File: config.mk
export PLATFORM = sky130hd
export DESIGN_NAME = sa_alloc_locked_aging
export DESIGN_NICKNAME = d
export VERILOG_FILES = /design/src/rtl/router_pkg.sv /design/src/rtl/sa_min_addr_arb.sv /design/src/rtl/sa_alloc_locked_aging.sv
export SDC_FILE = /design/constraint.sdc
export NUM_CORES = 1
export LEC_CHECK = 0
export ABC_AREA = 1
export CORE_ASPECT_RATIO = 1.2
export CORE_MARGIN = 4
export CORE_UTILIZATION = 35
export DETAILED_ROUTE_END_ITERATION = 8
export HOLD_SLACK_MARGIN = 0.08
export PLACE_DENSITY = 0.79
export SYNTH_ARGS = -nofsm -noshare
export SYNTH_HDL_FRONTEND = slang
export SYNTH_SLANG_ARGS = --single-unit
File: constraint.sdc
create_clock -name clk -period 1.3 [get_ports clk]
set_input_delay 0.325 -clock clk [delete_from_list [all_inputs] [get_ports clk]]
set_output_delay 0.325 -clock clk [all_outputs]
set_load 0.02 [all_outputs]
File: src/rtl/router_pkg.sv
// Shared router definitions: port direction indices, default address width,
// allocator state encoding and the port-index width helper.
package router_pkg;

    localparam int ROUTER_ADDR_WIDTH = 4;

    localparam int DIR_NORTH = 0;
    localparam int DIR_EAST  = 1;
    localparam int DIR_SOUTH = 2;
    localparam int DIR_WEST  = 3;
    localparam int DIR_LOCAL = 4;

    typedef enum logic {
        SA_ST_IDLE   = 1'b0,
        SA_ST_LOCKED = 1'b1
    } sa_state_e;

    // Width needed to hold a port index; never less than one bit.
    function automatic int port_idx_width(input int num_ports);
        return (num_ports > 1) ? $clog2(num_ports) : 1;
    endfunction

endpackage

File: src/rtl/sa_min_addr_arb.sv
// Combinational minimum-address finder over a request mask; ties resolve to
// the lowest port index. Built as a balanced binary tree padded to a power of two.
module sa_min_addr_arb
    import router_pkg::*;
#(
    parameter int NUM_PORTS  = 4,
    parameter int ADDR_WIDTH = ROUTER_ADDR_WIDTH,
    localparam int IW        = port_idx_width(NUM_PORTS)
) (
    input  logic [NUM_PORTS-1:0]            req,
    input  logic [NUM_PORTS*ADDR_WIDTH-1:0] addr,
    output logic                            valid,
    output logic [IW-1:0]                   idx
);

    localparam int LEAVES = 1 << IW;
    localparam int NODES  = 2 * LEAVES - 1;

    logic                  leaf_vld  [LEAVES];
    logic [IW-1:0]         leaf_idx  [LEAVES];
    logic [ADDR_WIDTH-1:0] leaf_addr [LEAVES];

    genvar gi;
    generate
        for (gi = 0; gi < LEAVES; gi++) begin : g_leaf
            if (gi < NUM_PORTS) begin : g_real
                assign leaf_vld[gi]  = req[gi];
                assign leaf_idx[gi]  = IW'(gi);
                assign leaf_addr[gi] = addr[gi*ADDR_WIDTH +: ADDR_WIDTH];
            end else begin : g_pad
                assign leaf_vld[gi]  = 1'b0;
                assign leaf_idx[gi]  = '0;
                assign leaf_addr[gi] = '0;
            end
        end
    endgenerate

    logic                  node_vld  [NODES];
    logic [IW-1:0]         node_idx  [NODES];
    logic [ADDR_WIDTH-1:0] node_addr [NODES];

    // Node n has children 2n+1 (lower indices) and 2n+2; equal addresses keep the left child.
    always_comb begin
        node_vld  = '{default: '0};
        node_idx  = '{default: '0};
        node_addr = '{default: '0};
        for (int n = NODES - 1; n >= 0; n--) begin
            if (n >= LEAVES - 1) begin
                node_vld[n]  = leaf_vld[n-(LEAVES-1)];
                node_idx[n]  = leaf_idx[n-(LEAVES-1)];
                node_addr[n] = leaf_addr[n-(LEAVES-1)];
            end else if (node_vld[2*n+2] &&
                         (!node_vld[2*n+1] || (node_addr[2*n+2] < node_addr[2*n+1]))) begin
                node_vld[n]  = 1'b1;
                node_idx[n]  = node_idx[2*n+2];
                node_addr[n] = node_addr[2*n+2];
            end else begin
                node_vld[n]  = node_vld[2*n+1];
                node_idx[n]  = node_idx[2*n+1];
                node_addr[n] = node_addr[2*n+1];
            end
        end
    end

    assign valid = node_vld[0];
    assign idx   = node_idx[0];

endmodule

File: src/rtl/sa_alloc_locked_aging.sv
// Registered switch allocator with packet locking and optional aging
// (enable aging with the SA_AGING_EN macro). The local port is always granted.
module sa_alloc_locked_aging
    import router_pkg::*;
#(
    parameter int NUM_PORTS  = 4,
    parameter int ADDR_WIDTH = ROUTER_ADDR_WIDTH,
    parameter int AGE_WIDTH  = 4,
    parameter int AGE_LIMIT  = 8
) (
    input  logic                                clk,
    input  logic                                rst_n,
    input  logic [NUM_PORTS:0]                  sa_request,
    input  logic [(NUM_PORTS+1)*ADDR_WIDTH-1:0] sa_addr,
    output logic [NUM_PORTS:0]                  sa_grant,
    output logic                                sa_locked,
    output logic [$clog2(NUM_PORTS)-1:0]        sa_owner
);

    localparam int IW = port_idx_width(NUM_PORTS);

    logic [NUM_PORTS-1:0] req_nl;
    logic                 min_vld;
    logic [IW-1:0]        min_idx;
    logic                 aged_vld;
    logic [IW-1:0]        aged_idx;

    sa_state_e            state_q, state_d;
    logic [IW-1:0]        owner_q, owner_d;
    logic [NUM_PORTS:0]   grant_q, grant_d;

    logic                 unused_local_addr;

    assign req_nl            = sa_request[NUM_PORTS-1:0];
    assign unused_local_addr = ^sa_addr[NUM_PORTS*ADDR_WIDTH +: ADDR_WIDTH];

    sa_min_addr_arb #(
        .NUM_PORTS  (NUM_PORTS),
        .ADDR_WIDTH (ADDR_WIDTH)
    ) u_min_arb (
        .req   (req_nl),
        .addr  (sa_addr[NUM_PORTS*ADDR_WIDTH-1:0]),
        .valid (min_vld),
        .idx   (min_idx)
    );

`ifdef SA_AGING_EN
    logic [NUM_PORTS-1:0][AGE_WIDTH-1:0] age_q, age_d;
    logic [NUM_PORTS-1:0]                aged_mask;

    genvar gi;
    generate
        for (gi = 0; gi < NUM_PORTS; gi++) begin : g_aged
            assign aged_mask[gi] = req_nl[gi] && (age_q[gi] >= AGE_WIDTH'(AGE_LIMIT));
        end
    endgenerate

    always_comb begin
        aged_vld = |aged_mask;
        aged_idx = '0;
        for (int i = NUM_PORTS - 1; i >= 0; i--) begin
            if (aged_mask[i]) aged_idx = IW'(i);
        end
    end

    // A port ages only while it asks and is refused in the coming cycle.
    always_comb begin
        age_d = '0;
        for (int i = 0; i < NUM_PORTS; i++) begin
            if (req_nl[i] && !grant_d[i]) begin
                age_d[i] = (age_q[i] == {AGE_WIDTH{1'b1}}) ? age_q[i] : age_q[i] + 1'b1;
            end
        end
    end

    always_ff @(posedge clk or negedge rst_n) begin
        if (!rst_n) age_q <= '0;
        else        age_q <= age_d;
    end
`else
    localparam int unused_age_cfg = AGE_WIDTH + AGE_LIMIT;

    assign aged_vld = 1'b0;
    assign aged_idx = '0;
`endif

    // A live owner keeps the grant regardless of age; otherwise re-arbitrate,
    // which also gives a zero-gap handover when the owner lets go.
    always_comb begin
        state_d = SA_ST_IDLE;
        owner_d = '0;
        if ((state_q == SA_ST_LOCKED) && req_nl[owner_q]) begin
            state_d = SA_ST_LOCKED;
            owner_d = owner_q;
        end else if (min_vld) begin
            state_d = SA_ST_LOCKED;
            owner_d = aged_vld ? aged_idx : min_idx;
        end

        grant_d            = '0;
        grant_d[NUM_PORTS] = sa_request[NUM_PORTS];
        if (state_d == SA_ST_LOCKED) grant_d[owner_d] = 1'b1;
    end

    always_ff @(posedge clk or negedge rst_n) begin
        if (!rst_n) begin
            state_q <= SA_ST_IDLE;
            owner_q <= '0;
            grant_q <= '0;
        end else begin
            state_q <= state_d;
            owner_q <= owner_d;
            grant_q <= grant_d;
        end
    end

    assign sa_grant  = grant_q;
    assign sa_locked = (state_q == SA_ST_LOCKED);
    assign sa_owner  = owner_q;

endmodule

==> impl_metrics.tcl <==
set metrics [dict create \
    status "complete, but fails checks" \
    track_usage 0.152 \
    r2r_end "sa_grant[0]" \
    r2r_setup_slack_ps -80 \
    synthToLayoutAreaGrowth_pct 98.8 \
    overflow 0 \
    cellPowerDensity_nw_per_um2 1140 \
    synth_commonest_cells "nand2_1 (35), inv_1 (17), ha_1 (9)" \
    irDropWorstVdd_v 0.00115 \
    clockPowerShare 0.115 \
    seq_power_share 0.241 \
    tightest_slew_ps 357 \
    n_antenna_cell 0 \
    final_nets 203 \
    wl_per_cell_um 11.4 \
    hold_slack_ps 349 \
    port_buffers 30 \
    max_freq_ghz 0.486 \
    drc 0 \
    die_w_um 49.0 \
    num_rows 17 \
    cts_buffer_depth 2 \
    setup_viol_count_final 6 \
    multiInputGateArea_um2 566 \
    dp_worst_setup_slack_ps -1600 \
    htreeDepth 1 \
    fillers 148 \
    synth_ff_type "dfrtp_1" \
    start_util 0.377 \
    dpl.cell_count 170 \
    clock_latency_ps 250 \
    seq_area_um2 200 \
    fin_util 0.749 \
    ys_seq_area_frac 0.284 \
    vias 865 \
    synthArstFlopShare 1.00 \
    drt-total-wl_mm 2.10 \
    drtIter0Drc 15 \
    viasPerCell 4.70 \
    relSlewSlack 0.761 \
    die_height_um 57.2 \
    yosys_warnings 0 \
    rsz0062_at_grt "yes" \
    synth_area_leaders "dfrtp_1 (28%), nand2_1 (19%), ha_1 (16%)" \
    reg2reg_depth 8 \
    dr.pass1.iters 4 \
    ys_types 16 \
    dpl.hpwl_mm 1.56 \
    syn_area_per_cell_um2 6.72 \
    drv_slew 0 \
    power_switching_w 0.000681 \
    cts_made_buffers 3 \
    violations "setup timing" \
    p_leak_nw 0.741 \
    synth_edf_count 0 \
    switching_share 0.427 \
    final_hold_viol_count 0 \
    crit_path_start "sa_addr[3]" \
    syn_area_um2 706 \
    cts.sinks 8 \
    yosysTopAreaCell "dfrtp_1" \
    internal-power_w 0.000912 \
    syn_inst 105 \
    clkTransAtPathRegs_ps 50 \
    gp_congestion 0.685 \
    period_needed_ps 2060 \
    synth_nets 141 \
    post-route-period-util 1.58 \
    cts_tree "done" \
    grt_max_degree 9 \
    reg2reg_from "sa_owner[0]" \
    dieArea_um2 2800 \
    worstPathRequired_ps 1430 \
    cp-end-kind "flip-flop" \
    crit_path_max_fanout 7 \
    holdBufCountCts 0 \
    antenna_found_initial 0 \
    yosys_register_bits 8 \
    power_frac_comb 0.645 \
    ant_nets 0 \
    critPathArrivalTime_ps 2190 \
    layout-drive-gt1-share 0.558 \
    hold_path_class "primary input to asynchronous set/reset pin" \
    grt_pass1_vias 853 \
    maxCapViolCount 0 \
    worstSetupStartpointType "primary input" \
    finalNonFillerCells 184 \
    fin_ws_ps -758 \
    io_pins 35 \
    crit_type "primary input to flip-flop" \
    grt_pass1_wl_mm 3.48 \
    synth_most_common_cell "nand2_1" \
    clock_skew_ps 4.66 \
    fin_tns_setup_ps -4300 \
    endpoint "sa_grant[2]" \
    cts-root-buf "clkbuf_4" \
    synth_top_area_share 0.284 \
    coreArea_um2 1870 \
]
[layer usage]
metal	global-route usage	wire (µm)
met5	0	0
met4	0.0115	0
met3	0.0496	90
met2	0.291	1210
met1	0.167	799
[power by group through the flow]
stage	Clock (W)	Sequential (W)	Combinational (W)
floorplan	0	0.000500	0.000365
finish	0.000183	0.000384	0.00103
CTS	0.000187	0.000384	0.000921
global placement	0	0.000390	0.000875
global route	0.000199	0.000393	0.00113
detailed placement	0	0.000391	0.000897
[metrics by stage]
step	total power (W)	instance area (µm²)
floorplan	0.000864	803
global placement	0.00127	1250
detailed placement	0.00129	1250
CTS	0.00149	1340
global route	0.00172	1400
finish	0.00159	1400
[cell type report]
type	count	share of cell area
Timing Repair Buffer	57	0.346
Clock buffer	3	0.0161
Multi-Input combinational cell	75	0.403
Tap cell	19	0.0169
Inverter	22	0.0749
Sequential cell	8	0.143
[what timing repair did]
item,CTS,global route
pin swaps,34,3
setup endpoints to repair,14,8
gates resized for setup,80,23
setup buffers,8,3
endpoints found under the hold margin,0,0
[sequential cells by signal, indices dropped and copies added, names as in the netlist]
| register | count |
|---|---|
| sa_owner | 2 |
| sa_grant | 5 |
| sa_locked | 1 |
[how the worst min path moves through the flow]
| stage | slack, ps | depth (start not counted) | from | end |
|---|---|---|---|---|
| floorplan | 30 | 0 | rst_n | sa_grant[0] |
| global placement | 610 | 1 | rst_n | sa_grant[4] |
| detailed placement | 620 | 1 | rst_n | sa_grant[3] |
| CTS | 350 | 1 | rst_n | sa_grant[3] |
| global route | 370 | 1 | rst_n | sa_grant[4] |
| finish | 350 | 1 | rst_n | sa_grant[1] |
[logic make-up after synthesis]
| logic type | synth area share |
|---|---|
| compound gates | 0.122 |
| fa+ha+maj | 0.160 |
| buf+inv | 0.117 |
| flops | 0.284 |
| simple gates | 0.317 |
[cells in the final DEF (no fill, tap or decap), types with 4 or more instances in the layout]
master,n
o21ai_1,4
dfrtp_1,8
nand2_2,17
buf_2,4
clkdlybuf4s50_1,6
ha_4,6
buf_6,9
inv_2,9
nand2_1,24
buf_4,26
inv_1,9
dlygate4sd2_1,9
[critical path: stages]
cell and delay (ps):
buf_2 100, inv_2 70, ha_4 210, a21oi_1 150, nand2_2 70, nand2_2 90, nand2_4 90, nand2_1 70
o21ai_1 70, ha_1 270, nand2_1 50, nand2_1 60, nand2_1 40, nand2_1 70, nand2_2 60, nand2_2 70
nand2_1 50, nand2_1 60, nand2_2 80, nand2_2 100, nor2_2 40
Note: power is estimated with default switching activity, not from simulation.
